===== config.mk =====
export PLATFORM = sky130hd
export DESIGN_NAME = ps2_frame_rx
export DESIGN_NICKNAME = d
export VERILOG_FILES = /design/src/rtl/ps2_frame_rx.sv
export SDC_FILE = /design/constraint.sdc
export NUM_CORES = 1
export LEC_CHECK = 0
export ABC_AREA = 1
export BUFFER_PORTS_ARGS = -buffer_cell sky130_fd_sc_hd__buf_2
export CAP_MARGIN = 20
export CORE_UTILIZATION = 57
export CTS_BUF_LIST = sky130_fd_sc_hd__clkbuf_4 sky130_fd_sc_hd__clkbuf_8
export CTS_CLUSTER_SIZE = 25
export DETAILED_ROUTE_END_ITERATION = 16
export PLACE_DENSITY = 0.73
export SLEW_MARGIN = 20
export SYNTH_ARGS = -nofsm -noshare
export SYNTH_HDL_FRONTEND = slang
export SYNTH_SLANG_ARGS = --single-unit

===== constraint.sdc =====
create_clock -name clk -period 1.9 [get_ports clk]
set_input_delay 0.19 -clock clk [delete_from_list [all_inputs] [get_ports clk]]
set_output_delay 0.19 -clock clk [all_outputs]
set_load 0.1 [all_outputs]

===== src/rtl/ps2_frame_rx.sv =====
// PS/2 device-to-host receiver: synchronizes the raw PS/2 lines, filters
// glitches on the PS/2 clock, and deframes 11-bit frames into scancodes.
module ps2_frame_rx #(
  parameter int FILTER_LEN     = 8,
  parameter int TIMEOUT_CYCLES = 50000
) (
  input  logic       clk,
  input  logic       rst,
  input  logic       ps2_clk,
  input  logic       ps2_data,
  output logic       ready,
  output logic [7:0] scancode,
  output logic       frame_err
);

  localparam int TW = $clog2(TIMEOUT_CYCLES + 1);

  typedef enum logic [1:0] {IDLE, DATA, PARITY, STOP} state_t;

  logic          clk_s1, clk_s2, dat_s1, dat_s2;
  logic          filt_clk, filt_prev;
  logic [7:0]    filt_cnt;
  logic          fall;

  state_t        state, state_n;
  logic [2:0]    bit_cnt, bit_cnt_n;
  logic [7:0]    shift, shift_n;
  logic          par, par_n;
  logic [TW-1:0] tmo, tmo_n;
  logic          ready_n, err_n;
  logic [7:0]    code_n;

  // Two-flop synchronizers; idle level of both PS/2 lines is high.
  always_ff @(posedge clk) begin
    if (rst) begin
      clk_s1 <= 1'b1;
      clk_s2 <= 1'b1;
      dat_s1 <= 1'b1;
      dat_s2 <= 1'b1;
    end else begin
      clk_s1 <= ps2_clk;
      clk_s2 <= clk_s1;
      dat_s1 <= ps2_data;
      dat_s2 <= dat_s1;
    end
  end

  // Glitch filter: adopt a new clock level only after it persists FILTER_LEN cycles.
  always_ff @(posedge clk) begin
    if (rst) begin
      filt_clk  <= 1'b1;
      filt_prev <= 1'b1;
      filt_cnt  <= '0;
    end else begin
      filt_prev <= filt_clk;
      if (clk_s2 != filt_clk) begin
        if (filt_cnt == 8'(FILTER_LEN - 1)) begin
          filt_clk <= clk_s2;
          filt_cnt <= '0;
        end else begin
          filt_cnt <= filt_cnt + 8'd1;
        end
      end else begin
        filt_cnt <= '0;
      end
    end
  end

  assign fall = filt_prev & ~filt_clk;

  // Frame state, shift register, timeout counter and registered outputs.
  always_ff @(posedge clk) begin
    if (rst) begin
      state     <= IDLE;
      bit_cnt   <= '0;
      shift     <= '0;
      par       <= 1'b0;
      tmo       <= '0;
      ready     <= 1'b0;
      frame_err <= 1'b0;
      scancode  <= '0;
    end else begin
      state     <= state_n;
      bit_cnt   <= bit_cnt_n;
      shift     <= shift_n;
      par       <= par_n;
      tmo       <= tmo_n;
      ready     <= ready_n;
      frame_err <= err_n;
      scancode  <= code_n;
    end
  end

  // Next-state logic: bit sampling on filtered falling edges, frame checks, timeout.
  always_comb begin
    state_n   = state;
    bit_cnt_n = bit_cnt;
    shift_n   = shift;
    par_n     = par;
    tmo_n     = '0;
    ready_n   = 1'b0;
    err_n     = 1'b0;
    code_n    = scancode;

    if (state != IDLE) tmo_n = tmo + TW'(1);

    case (state)
      IDLE: begin
        if (fall) begin
          if (!dat_s2) begin
            state_n   = DATA;
            bit_cnt_n = '0;
          end else begin
            err_n = 1'b1;
          end
        end
      end
      DATA: begin
        if (fall) begin
          shift_n = {dat_s2, shift[7:1]};
          if (bit_cnt == 3'd7) begin
            state_n   = PARITY;
            bit_cnt_n = '0;
          end else begin
            bit_cnt_n = bit_cnt + 3'd1;
          end
        end
      end
      PARITY: begin
        if (fall) begin
          par_n   = dat_s2;
          state_n = STOP;
        end
      end
      STOP: begin
        if (fall) begin
          if (dat_s2 && (^{shift, par})) begin
            code_n  = shift;
            ready_n = 1'b1;
          end else begin
            err_n = 1'b1;
          end
          state_n = IDLE;
        end
      end
      default: state_n = IDLE;
    endcase

    // Timeout override: an edge restarts the count, expiry abandons the frame.
    if (state != IDLE) begin
      if (fall) begin
        tmo_n = '0;
      end else if (tmo == TW'(TIMEOUT_CYCLES - 1)) begin
        state_n   = IDLE;
        bit_cnt_n = '0;
        tmo_n     = '0;
        err_n     = 1'b1;
      end
    end
  end

endmodule

==> results.yml <==
detailed_routing:
  drt_iter0_markers: 89
  wl_per_cell_um: 10.6
  vias_per_cell: 5.10
  vias: 2157
  drc: 0
  drtPass1Iterations: 6
  wirelength_um: 4500
  postRouteAntennaNets: 0
floorplan:
  die_y_um: 69.2
  io_pins: 14
  start_util: 0.591
  rows: 24
  die_x_um: 69.2
  die_area_um2: 4790
  core-area_um2: 4350
run_status:
  status: "finished clean"
yosys:
  synth_ff_type: "dfxtp_1"
  synth_area_leaders: "dfxtp_1, nand2_1, inv_1"
  synth_enable_flop_cells: 0
  ys_warn_count: 0
  synthCells: 356
  synth_fp_nets: 368
  synth-seq-cells: 54
  syn_area_per_cell_um2: 7.23
  synthArstFlopShare: 0
  yosysSeqAreaShare: 0.420
  ys_types: 35
  synth_top_area_share: 0.420
  synth_largest_area_cell: "dfxtp_1"
  synth.cell_area_um2: 2570
clocking:
  ctsResizeCount: 0
  postCtsSetupBuffers: 0
  cts_buffer_depth: 2
  cts_tree: "built"
  cts-root-buf: "clkbuf_8"
  cts_max_level: 2
  clock_sinks: 54
  cts_made_buffers: 5
  cts.hold.buffers_added: 0
  path_clk_slew_ns: 0.08
  clock_latency_ns: 0.31
placement:
  hpwl_um: 3320
  preCtsSetupSlack_ns: 0.218
  gp_congestion: 0.821
  portBuffers: 13
min_path:
  holdPathStages: 2
  min_path_type: "in -> reg"
global_routing:
  grt_pass1_wl_um: 8250
  grt.total_usage: 0.210
  gr-total-overflow: 0
  grt_antenna_before_repair: 0
  grt_start_max_net_pins: 18
  grt_pass1_vias: 1964
pwr:
  p_leak_uw: 0.00112
  p_per_area_nw_per_um2: 645
  irDropWorstVdd_v: 0.000412
sta:
  fin_crit_sh: 0.888
  grt_setup_unrepaired: "no"
  worst_slack_ns: 0.213
  slew_headroom: 0.677
  setup_tns_ns: 0
  setup_viol: 0
  final_hold_viol_count: 0
  tightest_slew_ns: 0.481
  drv_slew: 0
  fmax_mhz: 593
  fin_crit_ns: 1.69
  skew_ns: 0.00643
setup_path:
  path_class: "reg -> reg"
  cp-start-kind: "register"
  cp.arrival_ns: 1.90
  cp.required_ns: 2.11
  cp-end-kind: "register"
  reg2reg_depth: 5
  critPathMaxFanout: 17
layout:
  fin_nets: 384
  final_common_cell: "nand2_1"
  layout_common_cells: "nand2_1, dfxtp_1, inv_1"
  diodes: 0
  area_delta_synth_final_pct: 7.82
  drive_above_1_share: 0.102
run:
  maxCapViolCount: 0
-- path summary, 6_finish.rpt --
kind / slack [ns] / to / from
worst max register to register: 0.21 / bit_cnt[2]$_SDFF_PP0_ / state[1]$_SDFF_PP0_
worst min-delay path: 0.06 / clk_s1$_SDFF_PP1_ / ps2_clk
worst min register to register: 0.41 / dat_s2$_SDFF_PP1_ / dat_s1$_SDFF_PP1_
worst max-delay path: 0.21 / bit_cnt[2]$_SDFF_PP0_ / state[1]$_SDFF_PP0_
-- through the flow --
step	power [µW]	util	hold slack [ns]	std cells	cell area [µm²]
after floorplan	1180	-	0.294	356	2570
after global placement	1190	0.619	0.375	417	2690
after detailed placement	1190	0.619	0.377	417	2690
after CTS	1810	0.638	0.0581	423	2780
after global routing	1840	0.638	0.0595	423	2780
final	1790	0.638	0.0644	423	2780
-- synth_stat cells, types with 4 or more instances --
library cell  number
nand2_1           74
dfxtp_1           54
inv_1             53
nor2_1            40
a21oi_1           21
o21ai_0           18
nand3_1           16
nand4_1           13
ha_1               8
nor3_1             5
xnor2_1            5
xor2_1             5
or2_2              4
-- cells by family after synthesis --
group,synth area share
AO/OA/AOI/OAI,0.112
XOR/XNOR,0.0340
adder cells (fa/ha/maj),0.0389
buffers and inverters,0.0962
flip-flops,0.420
AND/OR/NAND/NOR,0.299
-- sequential cells by signal (all words and copies together), names as in the netlist --
| name | cells |
|---|---|
| bit_cnt | 3 |
| clk_s1 | 1 |
| clk_s2 | 1 |
| dat_s1 | 1 |
| dat_s2 | 1 |
| filt_clk | 1 |
| filt_cnt | 8 |
| filt_prev | 1 |
| frame_err | 1 |
| par | 1 |
| ready | 1 |
| scancode | 8 |
| shift | 8 |
| state | 2 |
| tmo | 16 |
-- critical path, stage by stage (launching register included) --
cell and delay [ns]:
dfxtp_1 0.42, inv_1 0.09, ha_1 0.30, nand2_1 0.41, o22ai_1 0.12, a221oi_1 0.27
-- where the power goes --
group | total (µW) | internal [µW] | switching [µW] | leakage, µW
sequential | 1140 | 1140 | 2.04 | 0.000436
combinational | 29.8 | 11.3 | 18.5 | 0.000643
clock | 623 | 282 | 342 | 0.0000431
total | 1790 | 1430 | 362 | 0.00112
-- layer usage --
| layer | up-vias | routed length, µm | global-route usage |
|---|---|---|---|
| met5 | - | 0 | 0 |
| met4 | 0 | 46 | 0.0703 |
| met3 | 4 | 148 | 0.0494 |
| met2 | 37 | 2050 | 0.346 |
| met1 | 942 | 2260 | 0.270 |
| li1 | 1174 | - | - |
-- final cells by class --
class	count	area (µm²)
flip-flops and latches	54	1080
fillers	409	1580
multi-input cells	237	1250
clock buffers	6	82.6
well taps	52	65.1
inverters	59	221
repair buffers	15	80.1
Power figures use the tool's default switching activity.
